`src/rtl/load_store_unit.sv`:
```
// Load/store unit between execute stage and a single-port data memory with one-cycle read latency.
// Optional LSU_MISALIGN_SPLIT_EN splits word/halfword accesses that cross a word boundary into two accesses.
module load_store_unit #(
    parameter int          MEM_WORDS = 1024,
    parameter logic [31:0] ROM_BASE  = 32'h0010_0000,
    parameter int          ROM_WORDS = 2
) (
    input  logic        clk,
    input  logic        reset,
    input  logic        reqValid,
    output logic        reqReady,
    input  logic        reqWrite,
    input  logic [1:0]  reqSize,
    input  logic        reqUnsigned,
    input  logic [31:0] reqAddr,
    input  logic [31:0] reqWdata,
    output logic        rspValid,
    output logic [31:0] rspData,
    output logic        rspError,
    output logic        memReadEnable,
    output logic        memWriteEnable,
    output logic [3:0]  memReadByteSelect,
    output logic [3:0]  memWriteByteSelect,
    output logic [31:0] memAddress,
    output logic [31:0] memDataOut,
    input  logic [31:0] memDataIn
);

    typedef enum logic [2:0] {
        S_IDLE   = 3'd0,
        S_ISSUE  = 3'd1,
        S_ISSUE2 = 3'd2,
        S_WAIT   = 3'd3,
        S_RESP   = 3'd4
    } state_t;

    localparam logic [30:0] MEM_LIMIT = MEM_WORDS[30:0];
    localparam logic [29:0] ROM_W0    = ROM_BASE[31:2];
    localparam logic [30:0] ROM_WEND  = {1'b0, ROM_W0} + ROM_WORDS[30:0];

    state_t      r_state;
    state_t      w_next;
    logic        r_write;
    logic [1:0]  r_size;
    logic        r_unsigned;
    logic [1:0]  r_off;
    logic [29:0] r_word;
    logic [31:0] r_wdata_rot;
    logic [7:0]  r_lanes;
    logic        r_split;
    logic        r_err;
    logic [31:0] r_lo;
    logic [31:0] r_rsp_data;

    logic [3:0]  w_mask;
    logic [7:0]  w_lanes;
    logic        w_split;
    logic        w_misalign;
    logic        w_wrap;
    logic        w_err;
    logic [29:0] w_word;
    logic [29:0] w_word_hi;
    logic [63:0] w_cat;
    logic [63:0] w_shift;
    logic [31:0] w_ld;
    logic        w_accept;
    logic        w_access;

    function automatic logic [31:0] rotl_bytes(input logic [31:0] d, input logic [1:0] o);
        case (o)
            2'd0:    rotl_bytes = d;
            2'd1:    rotl_bytes = {d[23:0], d[31:24]};
            2'd2:    rotl_bytes = {d[15:0], d[31:16]};
            2'd3:    rotl_bytes = {d[7:0],  d[31:8]};
            default: rotl_bytes = d;
        endcase
    endfunction

    function automatic logic [31:0] extend(input logic [31:0] d, input logic [1:0] sz, input logic uns);
        case (sz)
            2'b00:   extend = uns ? {24'h0, d[7:0]}  : {{24{d[7]}}, d[7:0]};
            2'b01:   extend = uns ? {16'h0, d[15:0]} : {{16{d[15]}}, d[15:0]};
            default: extend = d;
        endcase
    endfunction

    // ROM words are outside data memory: readable, never writable.
    function automatic logic word_bad(input logic [29:0] w, input logic wr);
        logic in_mem;
        logic in_rom;
        in_mem = ({1'b0, w} < MEM_LIMIT);
        in_rom = (w >= ROM_W0) && ({1'b0, w} < ROM_WEND);
        word_bad = wr ? (!in_mem || in_rom) : (!in_mem && !in_rom);
    endfunction

    assign w_word    = reqAddr[31:2];
    assign w_word_hi = w_word + 30'd1;
    assign w_accept  = reqValid && (r_state == S_IDLE);

    // Request decode and error classification at acceptance.
    always_comb begin
        case (reqSize)
            2'b00:   w_mask = 4'b0001;
            2'b01:   w_mask = 4'b0011;
            2'b10:   w_mask = 4'b1111;
            default: w_mask = 4'b0000;
        endcase
        w_lanes = {4'b0000, w_mask} << reqAddr[1:0];
`ifdef LSU_MISALIGN_SPLIT_EN
        w_split    = ((reqSize == 2'b01) && (reqAddr[1:0] == 2'd3)) ||
                     ((reqSize == 2'b10) && (reqAddr[1:0] != 2'd0));
        w_misalign = 1'b0;
`else
        w_split    = 1'b0;
        w_misalign = ((reqSize == 2'b01) && reqAddr[0]) ||
                     ((reqSize == 2'b10) && (reqAddr[1:0] != 2'd0));
`endif
        w_wrap = w_split && (w_word == 30'h3FFF_FFFF);
        w_err  = (reqSize == 2'b11) || w_misalign || w_wrap ||
                 word_bad(w_word, reqWrite) ||
                 (w_split && word_bad(w_word_hi, reqWrite));
    end

    // Load data: high word arrives on memDataIn while the low word sits in r_lo.
    always_comb begin
        if (r_split) begin
            w_cat = {memDataIn, r_lo};
        end else begin
            w_cat = {32'h0, memDataIn};
        end
        w_shift = w_cat >> {r_off, 3'b000};
        w_ld    = extend(w_shift[31:0], r_size, r_unsigned);
    end

    // Next-state logic.
    always_comb begin
        w_next = r_state;
        case (r_state)
            S_IDLE: begin
                if (reqValid) begin
                    w_next = w_err ? S_RESP : S_ISSUE;
                end else begin
                    w_next = S_IDLE;
                end
            end
            S_ISSUE: begin
                if (r_split) begin
                    w_next = S_ISSUE2;
                end else if (r_write) begin
                    w_next = S_RESP;
                end else begin
                    w_next = S_WAIT;
                end
            end
            S_ISSUE2: w_next = r_write ? S_RESP : S_WAIT;
            S_WAIT:   w_next = S_RESP;
            S_RESP:   w_next = S_IDLE;
            default:  w_next = S_IDLE;
        endcase
    end

    // State and request registers.
    always_ff @(posedge clk) begin
        if (reset) begin
            r_state     <= S_IDLE;
            r_write     <= 1'b0;
            r_size      <= 2'b00;
            r_unsigned  <= 1'b0;
            r_off       <= 2'b00;
            r_word      <= 30'h0;
            r_wdata_rot <= 32'h0;
            r_lanes     <= 8'h00;
            r_split     <= 1'b0;
            r_err       <= 1'b0;
            r_lo        <= 32'h0;
            r_rsp_data  <= 32'h0;
        end else begin
            r_state <= w_next;
            if (w_accept) begin
                r_write     <= reqWrite;
                r_size      <= reqSize;
                r_unsigned  <= reqUnsigned;
                r_off       <= reqAddr[1:0];
                r_word      <= w_word;
                r_wdata_rot <= rotl_bytes(reqWdata, reqAddr[1:0]);
                r_lanes     <= w_lanes;
                r_split     <= w_split && !w_err;
                r_err       <= w_err;
                r_rsp_data  <= 32'h0;
            end
            if ((r_state == S_ISSUE2) && !r_write) begin
                r_lo <= memDataIn;
            end
            if (r_state == S_WAIT) begin
                r_rsp_data <= w_ld;
            end
        end
    end

    assign reqReady = (r_state == S_IDLE);
    assign rspValid = (r_state == S_RESP);
    assign rspError = (r_state == S_RESP) && r_err;
    assign rspData  = r_rsp_data;
    assign w_access = (r_state == S_ISSUE) || (r_state == S_ISSUE2);

    // Memory strobes decoded from registered state only.
    always_comb begin
        memReadEnable      = w_access && !r_write;
        memWriteEnable     = w_access && r_write;
        memReadByteSelect  = 4'b0000;
        memWriteByteSelect = 4'b0000;
        memAddress         = 32'h0;
        memDataOut         = 32'h0;
        case (r_state)
            S_ISSUE: begin
                memAddress = {r_word, 2'b00};
                if (r_write) begin
                    memWriteByteSelect = r_lanes[3:0];
                    memDataOut         = r_wdata_rot;
                end else begin
                    memReadByteSelect  = 4'b1111;
                end
            end
            S_ISSUE2: begin
                memAddress = {r_word + 30'd1, 2'b00};
                if (r_write) begin
                    memWriteByteSelect = r_lanes[7:4];
                    memDataOut         = r_wdata_rot;
                end else begin
                    memReadByteSelect  = 4'b1111;
                end
            end
            default: begin
                memAddress = 32'h0;
            end
        endcase
    end

endmodule

```
`config.mk`:
```
export PLATFORM = sky130hd
export DESIGN_NAME = load_store_unit
export DESIGN_NICKNAME = d
export VERILOG_FILES = /design/src/rtl/load_store_unit.sv
export SDC_FILE = /design/constraint.sdc
export NUM_CORES = 1
export LEC_CHECK = 0
export ABC_AREA = 1
export CAP_MARGIN = 40
export CELL_PAD_IN_SITES_DETAIL_PLACEMENT = 0
export CELL_PAD_IN_SITES_GLOBAL_PLACEMENT = 1
export CORE_MARGIN = 2
export CORE_UTILIZATION = 35
export CTS_CLUSTER_DIAMETER = 150
export DETAILED_ROUTE_END_ITERATION = 16
export GPL_TIMING_DRIVEN = 0
export HOLD_SLACK_MARGIN = 0.1
export PLACE_DENSITY_LB_ADDON = 0.1
export SYNTH_ARGS = -nofsm -noshare
export SYNTH_HDL_FRONTEND = slang
export SYNTH_SLANG_ARGS = --single-unit
```
`constraint.sdc`:
```
create_clock -name clk -period 2.8 [get_ports clk]
set_clock_uncertainty 0.1 [all_clocks]
set_input_delay 0.56 -clock clk [delete_from_list [all_inputs] [get_ports clk]]
set_output_delay 0.56 -clock clk [all_outputs]
set_load 0.1 [all_outputs]
```
==> results_dict.tcl, run 1 <==
set metrics [dict create \
    status "finished with violations" \
    violations "setup timing" \
    grt_pass1_vias 8489 \
    ctsHoldBuffers 0 \
    p_leak_nw 4.63 \
    ys_async_sr_fraction 0 \
    fp.dieH_microns 147 \
    antenna_found_initial 2 \
    tns_ns -0.335 \
    cp.required_ns 2.14 \
    final_nets 1545 \
    cp_slowest_stage_delay_ns 0.37 \
    hold_depth 2 \
    power.internal_w 0.00293 \
    fin_crit_ns 2.92 \
    place_ws_ns -0.360 \
    setup_viol 4 \
    syn_area_sq_um 7110 \
    io_pins 212 \
    max_freq_ghz 0.342 \
    p_comb_frac 0.216 \
    setup_slack_ns -0.122 \
    dieArea_sq_um 21500 \
    num_vias 8889 \
    utilization 0.588 \
    drive_gt1_frac 0.244 \
    die_x_microns 147 \
    syn_area_per_cell_sq_um 6.14 \
    r2r-end "rspData[5]" \
    ys_top_cells_by_area "dfxtp_1, nand2_1, a21oi_1" \
    cp_max_fo 4 \
    rsz0062_at_grt "true" \
    synth_flop_cell "dfxtp_1" \
    cp-end-kind "output pin" \
    drt-vias-per-instance 5.19 \
    drc 0 \
    io_buffers 207 \
    synth_most_common_cell "nand2_1" \
    slew_violations 0 \
    power_density_nw_per_um2 359 \
    dp_hpwl_microns 23900 \
    grt_usage 0.280 \
    yosysTopAreaCell "dfxtp_1" \
    yosys-top-cells-count "nand2_1, a21oi_1, dfxtp_1" \
    drt-total-wl_microns 30500 \
    clockBufferDepth 2 \
    grt_max_degree 19 \
    start_util 0.354 \
    cts_buffers 9 \
    max_slew_margin 0.470 \
    synth-seq-cells 111 \
    holdPathEnd "rspData[9]" \
    path_clk_slew_ns 0.08 \
    cts_root_buffer "clkbuf_16" \
    drt_iter0_markers 586 \
    cts_tree "done" \
    rr_startpoint "r_off[1]" \
    row_count 52 \
    p_switching_w 0.00131 \
    critPathKind "flop to output pin" \
    syn_inst 1159 \
    synth_warnings 0 \
    maxCapViolCount 0 \
    crit_arrival_ns 2.26 \
    worstHoldPathType "flop to flop" \
    clock_latency_ns 0.35 \
    grt_remaining_overflow 0 \
    yosysSeqAreaShare 0.312 \
    synthToLayoutAreaGrowth_pct 66.3 \
    place.gp.congestion 0.904 \
    drtAntennaViolNets 0 \
    core_sq_um 20100 \
    irDropWorstVdd_mv 0.268 \
    htreeDepth 3 \
    worstMarginPinSlew_ns 0.796 \
    first_pass_iters 5 \
    route.detailed.wl_per_inst_microns 17.8 \
    pwr-share-clk 0.372 \
    period_share 1.04 \
    crit_chain "buf_4, ha_4, nand2_1, inv_2, nand2_1, nor2_4, buf_4, buf_4, nand4_1, nand3_1, o21ai_1, buf_12" \
    min-delay-start "rspData[9]" \
    cp_common_cell "buf_4" \
    grt_pass1_wl_microns 47100 \
    reg2reg_slack_ns 1.05 \
    synth-edff-count 0 \
    final_hold_viol_count 0 \
    critPathLaunchType "flop" \
    synth_top_area_frac 0.312 \
    yosysUniqueCellTypes 36 \
    swShare 0.308 \
    clock-sinks 111 \
    p_seq_frac 0.412 \
    cpMaxStageDelayCell "dfxtp_4" \
    r2r_cells 6 \
]
## through the flow
stage	hold WS (ns)	power (W)	std cells	cell area, sq um
2_1_floorplan	0.339	0.00227	1160	7220
3_3_place_gp	0.352	0.00265	1637	9630
3_5_place_dp	0.355	0.00266	1744	11300
4_1_cts	0.367	0.00423	1721	11800
5_1_grt	0.381	0.00439	1713	11800
6_report	0.365	0.00424	1714	11800
## power groups by stage
stage,clock network [W],logic [W],registers [W]
floorplan,0,0.000523,0.00175
global placement,0,0.000880,0.00177
detailed placement,0,0.000887,0.00177
CTS,0.00159,0.000897,0.00174
global route,0.00163,0.000999,0.00176
finish,0.00158,0.000916,0.00175
## area by class of cell
cell class / count / area, sq um
multi-input combinational: 868 / 4410
inverter: 104 / 395
clock buffer: 10 / 239
clock inverter: 6 / 116
sequential: 111 / 2260
fill: 1872 / 8280
buffer: 76 / 509
timing repair buffer: 268 / 3560
tap: 270 / 338
antenna: 1 / 2.50
## repair_timing
item / 4_1_cts / 5_1_grt
endpoints found under the hold margin: 0 / 0
endpoints found under the setup margin: 72 / 20
pin swaps: 13 / 5
resized for setup: 161 / 31
buffers inserted: 17 / 6
## worst max-delay path, delay by kind of cell, from the launching register on
kind | cells | cell delay (ns)
buf+inv | 5 | 0.70
simple gates | 5 | 0.43
compound gates | 1 | 0.21
fa+ha+maj | 1 | 0.17
flops | 1 | 0.37
## placed cells by master (no fill, tap or decap), drive strengths merged
| cell | synthesis | final |
|---|---|---|
| a21oi | 189 | 189 |
| a221oi | 6 | 6 |
| a31oi | 4 | 4 |
| and3 | 1 | 1 |
| buf | 53 | 184 |
| bufinv | 0 | 3 |
| clkbuf | 24 | 32 |
| clkdlybuf4s50 | 0 | 138 |
| clkinv | 3 | 3 |
| clkinvlp | 0 | 2 |
| conb | 1 | 2 |
| dfxtp | 111 | 111 |
| diode | 0 | 1 |
| ha | 4 | 4 |
| inv | 101 | 102 |
| nand2 | 323 | 323 |
| nand3 | 80 | 80 |
| nand4 | 6 | 6 |
| nor2 | 108 | 108 |
| nor3 | 7 | 7 |
| o211ai | 9 | 9 |
| o21ai | 100 | 100 |
| o21bai | 1 | 1 |
| o221ai | 1 | 1 |
| o22ai | 25 | 25 |
| o31ai | 1 | 1 |
| o32ai | 1 | 1 |
## metal layers
metal | global-route usage | routed length [microns]
met1 | 0.374 | 13600
met5 | 0 | 11
met3 | 0.0384 | 1840
met2 | 0.465 | 14300
met4 | 0.0961 | 839
## kinds of logic after synthesis
| family | after synthesis | share of synthesized area |
|---|---|---|
| other cells | 1 | 0.000527 |
| buf+inv | 181 | 0.119 |
| fa+ha+maj | 4 | 0.00704 |
| simple gates | 525 | 0.304 |
| compound gates | 337 | 0.257 |
| flops | 111 | 0.312 |
## worst max-delay path by stage
stage	endpoint	cells after the start	from	slack, ns
after global placement	memAddress[18]	10	r_word[0]	-0.80
after CTS	memAddress[19]	10	r_word[0]	-0.23
after detailed placement	memAddress[18]	11	r_word[0]	-0.36
after global routing	memAddress[19]	10	r_word[8]	-0.22
final	memAddress[16]	12	r_word[0]	-0.12
after floorplan	memAddress[11]	4	r_state[2]	-0.77
## flip-flops by register name, indices dropped and copies added (netlist names)
register	count
r_err	1
r_lanes	7
r_word	30
r_off	2
rspData	32
r_write	1
r_size	2
r_state	3
r_wdata_rot	32
r_unsigned	1
Power figures use the tool's default switching activity.
==> run 2: changes to the inputs <==
CORE_MARGIN = default   (was 2)
==> results_dict.tcl, run 2 (synthesized netlist as in run 1, its figures left out) <==
set metrics [dict create \
    critPathKind "flop to output pin" \
    ctsHoldBuffers 0 \
    tns_ns 0 \
    drive_gt1_frac 0.243 \
    irDropWorstVdd_mv 0.279 \
    crit_chain "inv_2, nand3_4, clkbuf_4, nor2_1, clkdlybuf4s50_1, buf_8" \
    max_slew_margin 0.455 \
    dp_hpwl_microns 23700 \
    critPathLaunchType "flop" \
    multi_input_area_sq_um 4420 \
    max_freq_ghz 0.371 \
    synthToLayoutAreaGrowth_pct 65.7 \
    route.detailed.wl_per_inst_microns 17.7 \
    clock-sinks 111 \
    grt_pass1_wl_microns 46200 \
    io_pins 212 \
    grt_usage 0.294 \
    cts_tree "done" \
    worstHoldPathType "flop to flop" \
    drc 0 \
    num-fill-cells 1824 \
    die_x_microns 145 \
    num_vias 8895 \
    dieArea_sq_um 20900 \
    status "completed" \
    grt_max_degree 20 \
    htreeDepth 3 \
    fp.dieH_microns 145 \
    crit_arrival_ns 2.04 \
    clock_latency_ns 0.36 \
    final_nets 1548 \
    cp_slowest_stage_delay_ns 0.51 \
    clockBufferDepth 2 \
    drtAntennaViolNets 0 \
    ff_latch_area_sq_um 2260 \
    drt-vias-per-instance 5.20 \
    p_leak_nw 4.66 \
    cts_root_buffer "clkbuf_16" \
    worstMarginPinSlew_ns 0.817 \
    final_hold_viol_count 0 \
    core_sq_um 19700 \
    cp.required_ns 2.14 \
    maxCapViolCount 0 \
    period_share 0.964 \
    mostFrequentLayoutCells "nand2_1, a21oi_1, clkdlybuf4s50_1" \
    final_common_cell "nand2_1" \
    setup_viol 0 \
    power_density_nw_per_um2 335 \
    drt-total-wl_microns 30300 \
    io_buffers 207 \
    row_count 51 \
    antenna-diode-count 0 \
    grt_remaining_overflow 0 \
    cp_max_fo 10 \
    cp-end-kind "output pin" \
    grt_pass1_vias 8482 \
    hold_ws_ns 0.364 \
    antenna_found_initial 0 \
    cts_buffers 9 \
    cpMaxStageDelayCell "clkdlybuf4s50_1" \
    drt_iter0_markers 618 \
    utilization 0.598 \
    path_clk_slew_ns 0.08 \
    fin_crit_ns 2.70 \
    first_pass_iters 5 \
    slew_violations 0 \
    start_util 0.361 \
    place.gp.congestion 0.951 \
]
[run 2: timing repair]
| item | 4_1_cts | 5_1_grt |
|---|---|---|
| gates resized for setup | 178 | 33 |
| setup buffers | 12 | 7 |
| pin swaps | 11 | 6 |
| setup endpoints to repair | 72 | 18 |
[run 2: power breakdown]
part	internal, W	switching, W	total, W
clock	0.000621	0.000664	0.00128
combinational	0.000357	0.000558	0.000914
sequential	0.00167	0.0000813	0.00175
[run 2: final cells by class]
cell class	instances	share of cell area
inverters	104	0.0335
clock buffers	10	0.0194
repair buffers	271	0.304
multi-input cells	868	0.375
flip-flops and latches	111	0.192
clock inverters	6	0.00435
well taps	265	0.0281
plain buffers	76	0.0432
[run 2: metal layers]
| layer | GRT usage | wire length (microns) |
|---|---|---|
| met1 | 0.387 | 13200 |
| met2 | 0.486 | 14200 |
| met3 | 0.0510 | 2070 |
| met4 | 0.0909 | 774 |
| met5 | 0 | 0 |
[run 2: critical path: cells and delay by family (launching register included)]
| kind | cells | cell delay (ns) |
|---|---|---|
| AND/OR/NAND/NOR | 2 | 0.24 |
| flip-flops | 1 | 0.35 |
| buffers and inverters | 4 | 1.08 |
[run 2: worst paths after layout]
path	start	to	slack, ns	cells after the start
setup / recovery	r_state[2]	memWriteByteSelect[3]	0.10	6
hold / removal	rspData[30]	rspData[30]	0.36	2
setup reg to reg	r_state[2]	rspData[2]	1.03	9
hold reg to reg	rspData[30]	rspData[30]	0.36	2
[run 2: through the flow]
stage / setup WS, ns / cells / total power [W] / instance area [sq um]
floorplan: -0.774 / 1160 / 0.00227 / 7220
global placement: -0.820 / 1632 / 0.00264 / 9630
detailed placement: -0.374 / 1739 / 0.00265 / 11300
CTS: -0.225 / 1711 / 0.00395 / 11700
global route: -0.0119 / 1711 / 0.00413 / 11800
finish: 0.102 / 1711 / 0.00395 / 11800
